==> src/rtl/cpu_sequencer.sv <==
// Multi-cycle MIPS control sequencer: owns the instruction state register and drives
// every datapath enable, with memory stalls, a MULT/DIV wait state and delay-slot tracking.
module cpu_sequencer #(
    parameter int unsigned MD_CYCLES       = 32,
    parameter bit          HALT_ON_ILLEGAL = 1'b1
) (
    input  logic       clk,
    input  logic       reset,
    input  logic [5:0] opcode_i,
    input  logic [5:0] function_i,
    input  logic       waitrequest_i,
    input  logic       branch_taken_i,
    input  logic       pc_next_zero_i,
    output logic [2:0] state_o,
    output logic       active_o,
    output logic       fault_o,
    output logic       pc_wen_o,
    output logic       ir_wen_o,
    output logic       ram_wen_o,
    output logic       ram_rds_o,
    output logic       reg_wen_o,
    output logic       src_b_sel_o,
    output logic       ram_a_sel_o,
    output logic [1:0] reg_wd_sel_o,
    output logic       reg_a3_sel_o,
    output logic [1:0] pc_sel_o,
    output logic       tgt_wen_o,
    output logic       md_start_o,
    output logic       hilo_wen_o
);
    localparam int unsigned CNT_W = (MD_CYCLES > 1) ? $clog2(MD_CYCLES) : 1;

    localparam logic [5:0] OP_RTYPE = 6'h00, OP_J  = 6'h02, OP_BEQ = 6'h04, OP_BNE = 6'h05;
    localparam logic [5:0] OP_ADDIU = 6'h09, OP_LW = 6'h23, OP_SW  = 6'h2B;
    localparam logic [5:0] F_JR   = 6'h08, F_MFHI  = 6'h10, F_MFLO = 6'h12, F_MULT = 6'h18;
    localparam logic [5:0] F_MULTU = 6'h19, F_DIV  = 6'h1A, F_DIVU = 6'h1B, F_ADDU = 6'h21;
    localparam logic [5:0] F_SUBU = 6'h23, F_AND   = 6'h24, F_OR   = 6'h25;

    typedef enum logic [2:0] {
        S_FETCH  = 3'd0,
        S_EXEC1  = 3'd1,
        S_EXEC2  = 3'd2,
        S_MDWAIT = 3'd3,
        S_HALT   = 3'd4
    } state_t;

    state_t           r_state, w_next;
    logic             r_ir_done, r_fault, r_pending;
    logic [1:0]       r_saved_sel;
    logic [CNT_W-1:0] r_md_cnt;

    logic w_is_alur, w_is_addiu, w_is_lw, w_is_sw, w_is_md, w_is_mf;
    logic w_is_br, w_is_j, w_is_jr, w_illegal;
    logic w_pc_wen, w_ir_wen, w_ram_wen, w_ram_rds, w_reg_wen, w_src_b, w_ram_a;
    logic w_reg_a3, w_tgt_wen, w_md_start, w_hilo_wen, w_set_fault, w_take;
    logic [1:0] w_reg_wd, w_pc_sel;

    // Instruction decode from the IR fields
    always_comb begin
        w_is_alur  = 1'b0;
        w_is_addiu = 1'b0;
        w_is_lw    = 1'b0;
        w_is_sw    = 1'b0;
        w_is_md    = 1'b0;
        w_is_mf    = 1'b0;
        w_is_br    = 1'b0;
        w_is_j     = 1'b0;
        w_is_jr    = 1'b0;
        w_illegal  = 1'b0;
        case (opcode_i)
            OP_RTYPE: begin
                case (function_i)
                    F_ADDU, F_SUBU, F_AND, F_OR:     w_is_alur = 1'b1;
                    F_MULT, F_MULTU, F_DIV, F_DIVU:  w_is_md   = 1'b1;
                    F_MFHI, F_MFLO:                  w_is_mf   = 1'b1;
                    F_JR:                            w_is_jr   = 1'b1;
                    default:                         w_illegal = 1'b1;
                endcase
            end
            OP_J:           w_is_j     = 1'b1;
            OP_BEQ, OP_BNE: w_is_br    = 1'b1;
            OP_ADDIU:       w_is_addiu = 1'b1;
            OP_LW:          w_is_lw    = 1'b1;
            OP_SW:          w_is_sw    = 1'b1;
            default:        w_illegal  = 1'b1;
        endcase
    end

    // Next state and raw strobes
    always_comb begin
        w_next      = r_state;
        w_pc_wen    = 1'b0;
        w_ir_wen    = 1'b0;
        w_ram_wen   = 1'b0;
        w_ram_rds   = 1'b0;
        w_reg_wen   = 1'b0;
        w_src_b     = 1'b0;
        w_ram_a     = 1'b0;
        w_reg_wd    = 2'b00;
        w_reg_a3    = 1'b0;
        w_pc_sel    = 2'b00;
        w_tgt_wen   = 1'b0;
        w_md_start  = 1'b0;
        w_hilo_wen  = 1'b0;
        w_set_fault = 1'b0;
        w_take      = 1'b0;
        case (r_state)
            S_FETCH: begin
                w_ram_rds = 1'b1;
                if (!waitrequest_i) w_next = S_EXEC1;
            end
            S_EXEC1: begin
                w_ir_wen = !r_ir_done;
                if (w_illegal && HALT_ON_ILLEGAL) begin
                    w_set_fault = 1'b1;
                    w_next      = S_HALT;
                end else if (w_is_lw) begin
                    w_ram_rds = 1'b1;
                    w_ram_a   = 1'b1;
                    w_src_b   = 1'b1;
                    if (!waitrequest_i) w_next = S_EXEC2;
                end else if (w_is_md) begin
                    w_md_start = 1'b1;
                    w_next     = S_MDWAIT;
                end else begin
                    w_next = S_EXEC2;
                end
            end
            S_MDWAIT: begin
                if (r_md_cnt == '0) begin
                    w_hilo_wen = 1'b1;
                    w_next     = S_EXEC2;
                end
            end
            S_EXEC2: begin
                w_pc_wen = !(w_is_sw && waitrequest_i);
                if (w_is_addiu) begin
                    w_reg_wen = 1'b1;
                    w_src_b   = 1'b1;
                    w_reg_wd  = 2'b01;
                end else if (w_is_alur) begin
                    w_reg_wen = 1'b1;
                    w_reg_wd  = 2'b01;
                    w_reg_a3  = 1'b1;
                end else if (w_is_lw) begin
                    w_reg_wen = 1'b1;
                end else if (w_is_mf) begin
                    w_reg_wen = 1'b1;
                    w_reg_wd  = 2'b10;
                    w_reg_a3  = 1'b1;
                end else if (w_is_sw) begin
                    w_ram_wen = 1'b1;
                    w_ram_a   = 1'b1;
                    w_src_b   = 1'b1;
                end
                // A taken transfer latches its target; the slot instruction then steers the PC
                w_take = w_is_j || w_is_jr || (w_is_br && branch_taken_i);
                if (w_take)         w_tgt_wen = 1'b1;
                else if (r_pending) w_pc_sel  = r_saved_sel;
                if (w_pc_wen) w_next = pc_next_zero_i ? S_HALT : S_FETCH;
            end
            S_HALT:  w_next = S_HALT;
            default: w_next = S_FETCH;
        endcase
    end

    always_ff @(posedge clk or posedge reset) begin
        if (reset) begin
            r_state     <= S_FETCH;
            r_ir_done   <= 1'b0;
            r_fault     <= 1'b0;
            r_pending   <= 1'b0;
            r_saved_sel <= 2'b00;
            r_md_cnt    <= '0;
        end else begin
            r_state   <= w_next;
            r_ir_done <= (r_state == S_EXEC1) && (w_next == S_EXEC1);
            if (w_set_fault) r_fault <= 1'b1;
            if (w_md_start)
                r_md_cnt <= CNT_W'(MD_CYCLES - 1);
            else if (r_state == S_MDWAIT && r_md_cnt != '0)
                r_md_cnt <= r_md_cnt - CNT_W'(1);
            if (r_state == S_EXEC2 && w_pc_wen) begin
                r_pending <= w_take;
                if (w_take) r_saved_sel <= w_is_jr ? 2'b10 : 2'b01;
            end
        end
    end

    // Strobes are forced low while reset is held
    assign state_o      = r_state;
    assign active_o     = (r_state != S_HALT) && !reset;
    assign fault_o      = r_fault;
    assign pc_wen_o     = w_pc_wen   && !reset;
    assign ir_wen_o     = w_ir_wen   && !reset;
    assign ram_wen_o    = w_ram_wen  && !reset;
    assign ram_rds_o    = w_ram_rds  && !reset;
    assign reg_wen_o    = w_reg_wen  && !reset;
    assign tgt_wen_o    = w_tgt_wen  && !reset;
    assign md_start_o   = w_md_start && !reset;
    assign hilo_wen_o   = w_hilo_wen && !reset;
    assign src_b_sel_o  = w_src_b;
    assign ram_a_sel_o  = w_ram_a;
    assign reg_wd_sel_o = w_reg_wd;
    assign reg_a3_sel_o = w_reg_a3;
    assign pc_sel_o     = w_pc_sel;
endmodule

==> config.mk <==
export PLATFORM = sky130hd
export DESIGN_NAME = cpu_sequencer
export DESIGN_NICKNAME = d
export VERILOG_FILES = /design/src/rtl/cpu_sequencer.sv
export SDC_FILE = /design/constraint.sdc
export NUM_CORES = 1
export LEC_CHECK = 0
export BUFFER_PORTS_ARGS = -buffer_cell sky130_fd_sc_hd__buf_2
export CORE_UTILIZATION = 52
export DETAILED_ROUTE_END_ITERATION = 6
export GPL_ROUTABILITY_DRIVEN = 0
export MAX_ROUTING_LAYER = met4
export PLACE_DENSITY = 0.84
export SLEW_MARGIN = 20
export SYNTH_ARGS = -nofsm -noshare
export SYNTH_HDL_FRONTEND = slang
export SYNTH_SLANG_ARGS = --single-unit
==> constraint.sdc <==
create_clock -name clk -period 5.1 [get_ports clk]
set_clock_uncertainty 0.1 [all_clocks]
set_input_delay 0.255 -clock clk [delete_from_list [all_inputs] [get_ports clk]]
set_output_delay 0.255 -clock clk [all_outputs]
set_load 0.01 [all_outputs]
# Word-level counts from Yosys, hierarchy flattened
# Cells that the tools add are included.
[op_classes] n_addsub=1 n_eq_ne=23 n_mux=69 n_reduce_logical=31
[ops] operator="1-bit two-way mux" count=46
[ops] operator="6-bit by 5-bit == test with 1-bit output (second input constant)" count=6
[ops] operator="6-bit == test (second input constant)" count=6
[ops] operator="3-bit two-way mux" count=7
[ops] operator="2-bit two-way mux" count=9
[ops] operator="3-bit case mux with 5 select lines" count=1
[ops] operator="1-bit logical AND" count=14
[ops] operator="6-bit by 3-bit == test with 1-bit output (second input constant)" count=2
[ops] operator="6-bit by 4-bit == test with 1-bit output (second input constant)" count=2
[ops] operator="11-bit OR reduction" count=1
[ops] operator="5-bit two-way mux" count=2
[ops] operator="1-bit case mux with 2 select lines" count=4
[ops] operator="4-bit OR reduction" count=2
[ops] operator="3-bit by 1-bit == test with 1-bit output (second input constant)" count=2
[ops] operator="3-bit by 2-bit == test with 1-bit output (second input constant)" count=2
[ops] operator="6-bit by 2-bit == test with 1-bit output (second input constant)" count=1
[ops] operator="6-bit zero test" count=1
[ops] operator="6-bit OR reduction" count=1
[ops] operator="5-bit zero test" count=1
[ops] operator="5-bit nonzero test" count=1
[ops] operator="5-bit by 1-bit subtractor with 5-bit output (second input constant)" count=1
[ops] operator="2-bit OR reduction" count=2
[ops] operator="3-bit == test (second input constant)" count=1
[ops] operator="1-bit zero test" count=3
[ops] operator="5 further kinds" count=6
[totals] ff_bits=13 inputBits=17 output_inout_bits=20 word_cells=130

# Depth between registers and ports, before layout
# Gate-level depths: netlist (run 1).
[depth] word_depth=10 depth_mapped=7 depth_no_buf=7

# Worst setup path after synthesis (run 1)
# Ideal clock, no wire load.
[synth_path] path_type="flip-flop to flip-flop" startpoint="register r_md_cnt[0]" endpoint="register r_md_cnt[3]" setup_time_ps=129 arrival_ps=1626 required_time_ps=4871 slack_ps=3245 stages_incl_launch_ff=8 path_buffers=0 period_less_slack_ps=1855 cell_sequence="dfrtp_1 > inv_1 > ha_1 > or4b_2 > nand3_1 > nor4_1 > xnor2_1 > nand2_1"
[synth_via] elab_chain_len=3 elab_cells_between_ends=6 cone_classes="1 x add/sub; 2 x mux; 3 x reduce/logical"
[synth_rtl] item="start, declared" line_no="50" rtl="logic [CNT_W-1:0] r_md_cnt;"
[synth_rtl] item="start signal, assigned" line_no="180" rtl="r_md_cnt <= CNT_W'(MD_CYCLES - 1);"
[synth_rtl] item="start signal, assigned" line_no="182" rtl="r_md_cnt <= r_md_cnt - CNT_W'(1);"
[synth_rtl] item="5-bit by 1-bit subtractor with 5-bit output or 5-bit nonzero test (tied branches)" line_no="182, 181"
[synth_rtl] item="5-bit two-way mux or 1-bit logical AND (tied branches)" line_no="181" rtl="else if (r_state == S_MDWAIT && r_md_cnt != '0)"
[synth_rtl] item="5-bit two-way mux or 2-bit nonzero test (tied branches)"
# Parallel ways exist; a longest one is shown, timed or not. The select of a mux whose other input is x is not followed.
# A chain may end at the register's enable or synchronous reset.

# Worst setup path after layout (run 1)
[layout_path] startpoint="register r_state[2] (netlist: state_o[2])" endpoint="output md_start_o"
[layout_via] elab_chain_len=3
[layout_rtl] item="start, declared" line_no="47" rtl="state_t r_state, w_next;"
[layout_rtl] item="start signal, assigned" line_no="176" rtl="r_state <= w_next;"
[layout_rtl] item="3-bit by 1-bit == test with 1-bit output" line_no="107" rtl="case (r_state)"
[layout_rtl] item="1-bit two-way mux" line_no="107"
[layout_rtl] item="1-bit logical AND" line_no="200" rtl="assign md_start_o = w_md_start && !reset;"
[layout_rtl] item="end, declared" line_no="28" rtl="output logic md_start_o,"
# No other way between the ends.

==> results.json, run 1 <==
{
  "synth.top_cells.by_count": "nand2_1, nor2_1, dfrtp_1",
  "cts.sinks": 13,
  "yosys_register_bits": 13,
  "crit_arrival_ns": 1.93,
  "worstSetupPathType": "flip-flop to output port",
  "total_power_mw": 0.297,
  "stdcell_count": 185,
  "die_x_um": 45.4,
  "synthToLayoutAreaGrowth_pct": 23.5,
  "synthXorXnorAreaFrac_pct": 2.68,
  "synth_mux_area_share_pct": 0,
  "clk_latency_ns": 0.27,
  "syn-num-nets": 140,
  "syn_area_per_cell_um2": 8.04,
  "dp_hpwl_um": 2070,
  "port_buffers": 36,
  "cts_tree": "done",
  "fin_setup_tns_ns": 0,
  "cts_buffer_depth": 2,
  "grt_pass1_vias": 1042,
  "ys_async_sr_fraction_pct": 100,
  "hold_viol_final": 0,
  "syn_area_um2": 981,
  "yosys.area_share.simple_pct": 40.8,
  "cts_resized": 0,
  "drc": 0,
  "report.final.slew_viol_count": 0,
  "power.density_nw_per_um2": 245,
  "grt_pass1_wl_um": 4140,
  "overflow": 0,
  "nets": 179,
  "routed_via_density": 5.92,
  "rows": 15,
  "hold_path_class": "input port to async pin",
  "grtUsageTotal_pct": 28.6,
  "yosysTopAreaCell": "dfrtp_1",
  "p_leak_nw": 0.582,
  "design.core.area_um2": 1750,
  "fin_crit_ns": 2.28,
  "required_ns": 4.74,
  "ir_worst_vdd_v": 0.000209,
  "ys.warnings.count": 0,
  "fmax_ghz": 0.438,
  "synthTopCellsByArea": "dfrtp_1, nand2_1, nor2_1",
  "cts_buffers": 3,
  "synthFlopType": "dfrtp_1",
  "synth-compound-area-share_pct": 18.6,
  "final.setup.worst_slack_ns": 2.82,
  "die_area_um2": 2060,
  "synth_top_family_by_area": "simple AND/OR/NAND/NOR gates",
  "h-tree-depth": 1,
  "post_cts_buffers": 0,
  "maxSlewHeadroom_pct": 55.1,
  "stdcell_area_um2": 1210,
  "cp_max_fo": 7,
  "wl_per_cell_um": 13.8,
  "grt_max_degree": 14,
  "synthAdderAreaFrac_pct": 1.28,
  "status": "complete, no violations",
  "ys_seq_area_share_pct": 33.2,
  "post_dp_cell_area_um2": 1180,
  "setup_viol": 0,
  "rsz0062_at_grt": "no",
  "layout-drive-gt1-share_pct": 31.3,
  "ys_types": 40,
  "antenna_found_initial": 0,
  "postSynthCellCount": 122,
  "root_buffer": "clkbuf_4",
  "synth_top_area_share_pct": 33.2,
  "path_clk_slew_ns": 0.08,
  "die_h_um": 45.4,
  "cts_hold_buf": 0,
  "drt_iter0_markers": 38,
  "wl_um": 2550,
  "dp_cells": 181,
  "vias": 1096,
  "endpoint_kind": "output port",
  "pin_count": 37,
  "hold_ws_ns": 0.00427,
  "dp_slack_ns": 3.05,
  "tightest_slew_ns": 0.667,
  "synth_edf_count": 0,
  "start_util_pct": 56.2,
  "diodes": 0,
  "drv_cap": 0,
  "finish.utilization_pct": 69.4,
  "period_share_pct": 44.7,
  "drt_first_pass_iters": 4,
  "drt.antenna.violating_nets": 0,
  "critPathLaunchType": "flip-flop"
}
cell usage in the layout, fill, tap and decap left out, types with 5 or more instances in the layout:
master   netlist  routed
a21oi_1        5       5
buf_2          0      36
dfrtp_1       13      13
inv_1          7       7
nand2_1       14      14
nor2_1        14      14
nor2b_1        5       5
nor3_1         5       5
o21ai_0        6       6
registers in the layout, indices dropped and copies added, names as in the netlist:
signal	cells
r_md_cnt	5
r_saved_sel	2
r_pending	1
fault_o	1
state_o	3
r_ir_done	1
worst max-delay path, cell delays in order, from the launching register on:
cell and delay, ns:
dfrtp_1 0.45, nand2b_1 0.19, nor2_1 0.32, nand4_1 0.38, nor2_1 0.18, buf_2 0.15
final timing paths:
path                          startpoint           to  slack [ns]  cells past startpoint
max                           state_o[2]   md_start_o        2.82                      5
min                                reset   state_o[0]       0.004                      2
max reg2reg                  r_md_cnt[0]  r_md_cnt[3]        3.07                      7
min reg2reg                      fault_o      fault_o        0.36                      1
max in group asynchronous          reset  r_md_cnt[2]        4.56                      2
min in group clk           waitrequest_i    r_ir_done        0.18                      3
routing by layer:
layer / track usage, % / up-vias / wire, um / share of wire [%]
met5: - / - / 0 / 0
met4: 11.5 / 0 / 51 / 2.0
met3: 5.16 / 11 / 111 / 4.3
met2: 53.1 / 47 / 1400 / 55
met1: 29.1 / 516 / 992 / 39
li1: - / 522 / - / -
kinds of logic after synthesis:
group / count (synthesis)
AOI/OAI and AO/OA: 26
adders and majority gates: 1
and+or+nand+nor: 70
DFF: 13
xor gates and xnor gates: 3
buffers and inverters: 9
power breakdown:
part           switching (mW)  leakage [nW]  internal (mW)  total, mW
Sequential             0.0165         0.149          0.117      0.133
Combinational          0.0557         0.418         0.0446      0.100
Clock                  0.0325        0.0150         0.0302     0.0628
area by class of cell:
cell class | count | area, um^2
sequential | 13 | 325
clock buffer | 4 | 26.3
inverter | 7 | 26.3
timing repair buffer | 36 | 180
multi-input combinational | 100 | 622
fill | 151 | 534
tap | 25 | 31.3
(Power assumes the default switching activity.)
==> inputs of run 2 (changes only) <==
--- a/config.mk
+++ b/config.mk
@@ -6,11 +6,11 @@
 export NUM_CORES = 1
 export LEC_CHECK = 0
 export BUFFER_PORTS_ARGS = -buffer_cell sky130_fd_sc_hd__buf_2
-export CORE_UTILIZATION = 52
+export CORE_UTILIZATION = 48
 export DETAILED_ROUTE_END_ITERATION = 6
 export GPL_ROUTABILITY_DRIVEN = 0
 export MAX_ROUTING_LAYER = met4
-export PLACE_DENSITY = 0.84
+export PLACE_DENSITY = 0.78
 export SLEW_MARGIN = 20
 export SYNTH_ARGS = -nofsm -noshare
 export SYNTH_HDL_FRONTEND = slang
==> constraint.sdc (replaced) <==
create_clock -name clk -period 2.3 [get_ports clk]
set_clock_uncertainty 0.1 [all_clocks]
set_input_delay 0.115 -clock clk [delete_from_list [all_inputs] [get_ports clk]]
set_output_delay 0.115 -clock clk [all_outputs]
set_load 0.01 [all_outputs]
==> run 2 against run 1 <==
Net effect: wire length is 6.4% lower; sequential share of layout area is 0.22 points lower; power is 120% higher; final cell count is 0.54% higher; critical path type unchanged; largest power group unchanged; highest routed layer unchanged.
==> results.json, run 2 (synthesis results as in run 1) <==
{
  "crit_path_frequent_cell": "nor2_1",
  "die_h_um": 47.2,
  "combPwrFrac_pct": 34.0,
  "vias": 1036,
  "p_int_mw": 0.427,
  "cts_tree": "done",
  "synthToLayoutAreaGrowth_pct": 24.5,
  "root_buffer": "clkbuf_4",
  "grt_use_met1_pct": 29.2,
  "cp_num_buf_inv": 1,
  "power_frac_seq_pct": 45.1,
  "final_common_cell": "buf_2",
  "most-common-layout-cells": "buf_2, nor2_1, nand2_1, dfrtp_1, inv_1",
  "antenna_found_initial": 0,
  "largest_reg_flops": 5,
  "report.final.slew_viol_count": 0,
  "drt.antenna.violating_nets": 0,
  "use_met2_pct": 45.3,
  "grt.met3_usage_pct": 1.15,
  "hold_path_class": "input port to flip-flop",
  "grt_pass1_wl_um": 3920,
  "ir_worst_vdd_v": 0.000407,
  "maxSlewHeadroom_pct": 57.3,
  "worstSetupPathType": "flip-flop to output port",
  "cts_buffer_depth": 2,
  "cts.sinks": 13,
  "reg2reg_to": "r_md_cnt[3]",
  "design.core.area_um2": 1820,
  "diodes": 0,
  "endpoint": "md_start_o",
  "pin_count": 37,
  "rsz0062_at_grt": "no",
  "critPathMaxStageDelay_ns": 0.43,
  "cp_max_fo": 7,
  "cts_resized": 0,
  "crit_slowest_cell": "dfrtp_1",
  "r2r-start": "r_md_cnt[0]",
  "setup_viol": 0,
  "busiest_layer": "met2",
  "cp.depth": 5,
  "status": "complete, no violations",
  "tightest_slew_ns": 0.634,
  "p_leak_nw": 0.586,
  "drt_first_pass_iters": 4,
  "dp_slack_ns": 0.307,
  "drc": 0,
  "start_util_pct": 53.9,
  "grtUsageTotal_pct": 25.5,
  "switching_share_pct": 35.3,
  "h-tree-depth": 1,
  "cp_cell_sequence": "nand2b_1 > nor2_1 > nand4_1 > nor2_1 > buf_2",
  "crit_family": "simple AND/OR/NAND/NOR gates",
  "r2r_slack_ns": 0.29,
  "rows": 15,
  "largest_register": "r_md_cnt",
  "drt_iter0_markers": 32,
  "routed_via_density": 5.57,
  "path_clk_slew_ns": 0.08,
  "grt_pass1_vias": 989,
  "clk_latency_ns": 0.27,
  "port_buffers": 36,
  "hold_viol_final": 0,
  "grt_max_degree": 14,
  "nets": 180,
  "power.density_nw_per_um2": 540,
  "required_ns": 2.09,
  "rr_worst_depth": 7,
  "die_area_um2": 2230,
  "endpoint_kind": "output port",
  "overflow": 0,
  "fin_crit_ns": 2.11,
  "cts_buffers": 3,
  "clock_power_share_pct": 20.9,
  "dp_hpwl_um": 1910,
  "crit_arrival_ns": 1.90,
  "critPathLaunchType": "flip-flop",
  "fmax_ghz": 0.473,
  "die_x_um": 47.2,
  "nFillCells": 169,
  "layout-drive-gt1-share_pct": 31.1,
  "final.setup.worst_slack_ns": 0.188,
  "period_share_pct": 91.8,
  "wl_um": 2390,
  "p_sw_mw": 0.232,
  "drv_cap": 0,
  "critPathLaunch": "state_o[2]",
  "fin_setup_tns_ns": 0,
  "wl_per_cell_um": 12.8
}
run 2: cell count changes in the layout (fill, tap and decap cells not counted):
cell / delta
dlygate4sd3_1: +1
run 2: cell type report:
cell class	count	area [um^2]	share of cell area, %
Tap cell	25	31.3	2.56
Inverter	7	26.3	2.15
Timing Repair Buffer	37	190	15.6
Multi-Input combinational cell	100	622	50.9
Sequential cell	13	325	26.6
Clock buffer	4	26.3	2.15
run 2: worst register-to-register path: stages (launching register included):
cell and delay, ns:
dfrtp_1 0.39, inv_1 0.10, ha_1 0.19, or4b_2 0.59, nand3_1 0.22, nor4_1 0.09, xnor2_1 0.14, nand2_1 0.07
run 2: timing repair:
| item | in CTS | in global routing |
|---|---|---|
| setup buffers | 0 | 0 |
| endpoints found under the setup margin | 0 | 0 |
| endpoints found under the hold margin | 13 | 0 |
| hold buffers | 1 | 0 |
run 2: per-layer routing:
layer | wire length, um | vias to the layer above | share of wire (%)
li1 | - | 522 | -
met3 | 102 | 6 | 4.3
met4 | 46 | 0 | 1.9
met2 | 1200 | 33 | 50
met5 | 0 | - | 0
met1 | 1040 | 475 | 44
run 2: worst min-delay path by stage:
stage	slack, ns	depth (start not counted)	end	from
after global routing	0.03	2	state_o[0]	waitrequest_i
after global placement	0.16	2	r_saved_sel[1]	reset
after detailed placement	0.16	2	r_md_cnt[3]	reset
final	0.05	2	state_o[0]	waitrequest_i
after floorplan	0.12	2	fault_o	reset
after CTS	0.03	2	state_o[0]	waitrequest_i
run 2: power groups by stage:
| stage | combinational (mW) | sequential [mW] | clock, mW |
|---|---|---|---|
| after CTS | 0.224 | 0.296 | 0.138 |
| final | 0.224 | 0.297 | 0.138 |
| after global routing | 0.248 | 0.302 | 0.151 |
| after detailed placement | 0.221 | 0.300 | 0 |
| after global placement | 0.215 | 0.296 | 0 |
| after floorplan | 0.136 | 0.299 | 0 |
run 2: per-stage QoR:
stage / instance area [um^2] / hold slack, ns / utilization (%) / power (mW) / cells
5_1_grt: 1220 / 0.0312 / 67.1 / 0.702 / 186
2_1_floorplan: 981 / 0.116 / - / 0.435 / 122
3_3_place_gp: 1180 / 0.157 / 65.1 / 0.512 / 181
6_report: 1220 / 0.0454 / 67.1 / 0.659 / 186
4_1_cts: 1220 / 0.0325 / 67.1 / 0.658 / 186
3_5_place_dp: 1180 / 0.158 / 65.1 / 0.521 / 181
==> inputs of run 3 (changes only) <==
--- a/config.mk
+++ b/config.mk
@@ -6,11 +6,12 @@
 export NUM_CORES = 1
 export LEC_CHECK = 0
 export BUFFER_PORTS_ARGS = -buffer_cell sky130_fd_sc_hd__buf_2
-export CORE_UTILIZATION = 48
+export CORE_ASPECT_RATIO = 0.6
+export CORE_UTILIZATION = 35
 export DETAILED_ROUTE_END_ITERATION = 6
 export GPL_ROUTABILITY_DRIVEN = 0
+export HOLD_SLACK_MARGIN = 0.06
 export MAX_ROUTING_LAYER = met4
-export PLACE_DENSITY = 0.78
 export SLEW_MARGIN = 20
 export SYNTH_ARGS = -nofsm -noshare
 export SYNTH_HDL_FRONTEND = slang
==> run 3 against run 2 <==
Net effect: wire length is 15% higher; first-iteration DRC count grew to 4.5 times the previous value; clock-buffer cell count stayed put; flip-flop and latch count stayed put; critical path depth is 2 higher; combinational power is 8% higher; utilization is 18 points lower; setup slack better by 0.098 ns; sequential share of layout area is 0.95 points lower; sequential power hardly changed; non-clock buffer count is 2 higher.
==> results.json, run 3 (synthesis results as in run 1) <==
{
  "status": "complete, no violations",
  "routed_via_density": 5.44,
  "cp_max_fo": 6,
  "power.density_nw_per_um2": 583,
  "die_area_um2": 3030,
  "fin_crit_ns": 2.01,
  "path_clk_slew_ns": 0.05,
  "maxSlewHeadroom_pct": 61.2,
  "antenna_found_initial": 0,
  "dp_cells": 189,
  "clock_power_share_pct": 26.6,
  "nets": 182,
  "final_common_cell": "buf_2",
  "largest_reg_flops": 5,
  "vias": 1061,
  "drc": 0,
  "grt_pass1_wl_um": 4660,
  "tightest_slew_ns": 0.577,
  "grt_pass1_vias": 963,
  "hold_path_class": "input port to flip-flop",
  "p_int_mw": 0.490,
  "wl_um": 2740,
  "r2r_slack_ns": 0.29,
  "endpoint_kind": "flip-flop",
  "fmax_ghz": 0.497,
  "layout-drive-gt1-share_pct": 31.3,
  "p_leak_nw": 0.603,
  "critPathLaunchType": "flip-flop",
  "nFillCells": 257,
  "die_x_um": 70.3,
  "hold_viol_final": 0,
  "cts_hold_buf": 2,
  "largest_register": "r_md_cnt",
  "wl_per_cell_um": 14.0,
  "root_buffer": "clkbuf_8",
  "combPwrFrac_pct": 32.8,
  "port_buffers": 36,
  "rr_worst_depth": 7,
  "post_cts_buffers": 0,
  "fin_setup_tns_ns": 0,
  "drt_iter0_markers": 145,
  "final.setup.worst_slack_ns": 0.286,
  "grt_max_degree": 14,
  "post_dp_cell_area_um2": 1200,
  "grtUsageTotal_pct": 20.8,
  "design.core.area_um2": 2570,
  "cts.sinks": 13,
  "stdcell_count": 195,
  "reg2reg_to": "r_md_cnt[2]",
  "die_h_um": 43.0,
  "dp_hpwl_um": 2230,
  "ir_worst_vdd_v": 0.000431,
  "r2r-start": "r_md_cnt[0]",
  "setup_viol": 0,
  "cts_tree": "done",
  "most-common-layout-cells": "buf_2, nor2_1, nand2_1, dfrtp_1, inv_1",
  "stdcell_area_um2": 1270,
  "pin_count": 37,
  "cts_resized": 0,
  "rows": 14,
  "clk_latency_ns": 0.24,
  "diodes": 0,
  "dp_slack_ns": 0.326,
  "rsz0062_at_grt": "no",
  "drt.antenna.violating_nets": 0,
  "worstHoldStart": "pc_next_zero_i",
  "drv_cap": 0,
  "cts_buffer_depth": 2,
  "drt_first_pass_iters": 4,
  "worstSetupPathType": "flip-flop to flip-flop",
  "period_share_pct": 87.6,
  "switching_share_pct": 33.6,
  "crit_arrival_ns": 2.03,
  "power_frac_seq_pct": 40.6,
  "critPathLaunch": "r_md_cnt[0]",
  "overflow": 0,
  "finish.utilization_pct": 49.2,
  "required_ns": 2.31,
  "report.final.slew_viol_count": 0,
  "start_util_pct": 38.1,
  "cts_buffers": 3,
  "synthToLayoutAreaGrowth_pct": 29.1,
  "endpoint": "r_md_cnt[2]",
  "h-tree-depth": 1,
  "p_sw_mw": 0.248
}
run 3: changes by cell type in the layout (fill, tap and decap cells not counted), sizes merged:
cell,previous run,this run
buf,36,37
dlygate4sd3,1,2
run 3: stage by stage:
stage          hold slack, ns  total power, mW
3_3_place_gp            0.182            0.530
3_5_place_dp            0.183            0.540
4_1_cts                 0.100            0.744
6_report                0.110            0.738
2_1_floorplan           0.116            0.435
5_1_grt                 0.119            0.794
run 3: worst min path at each step:
stage | endpoint | cells after the start | slack, ns
finish | state_o[2] | 3 | 0.11
detailed placement | state_o[1] | 2 | 0.18
global placement | state_o[2] | 2 | 0.18
CTS | state_o[2] | 3 | 0.1
floorplan | fault_o | 2 | 0.12
global route | state_o[2] | 3 | 0.12
run 3: layout make-up:
cell class                 count  area, um^2  area share [%]
multi-input combinational    100         622            49.1
sequential                    13         325            25.7
timing repair buffer          39         208            16.4
clock buffer                   4        45.0            3.56
tap                           32        40.0            3.16
inverter                       7        26.3            2.08
run 3: worst max-delay path: stages, from the launching register on:
cell and delay, ns:
dfrtp_1 0.38, inv_1 0.10, ha_1 0.19, or4b_2 0.59, nand3_1 0.22, nor2_1 0.08
xnor2_1 0.16, nand2_1 0.07
run 3: per-layer routing:
layer  GRT usage [%]  share of wire, %
met1            28.1                50
met2            30.1                41
met3            8.31               9.0
met4            2.40                 0
met5               -                 0
run 3: power groups by stage:
| stage | registers, mW | logic [mW] | clock network (mW) |
|---|---|---|---|
| after detailed placement | 0.302 | 0.238 | 0 |
| after floorplan | 0.299 | 0.136 | 0 |
| after CTS | 0.299 | 0.241 | 0.204 |
| final | 0.300 | 0.242 | 0.196 |
| after global placement | 0.300 | 0.230 | 0 |
| after global routing | 0.305 | 0.266 | 0.223 |
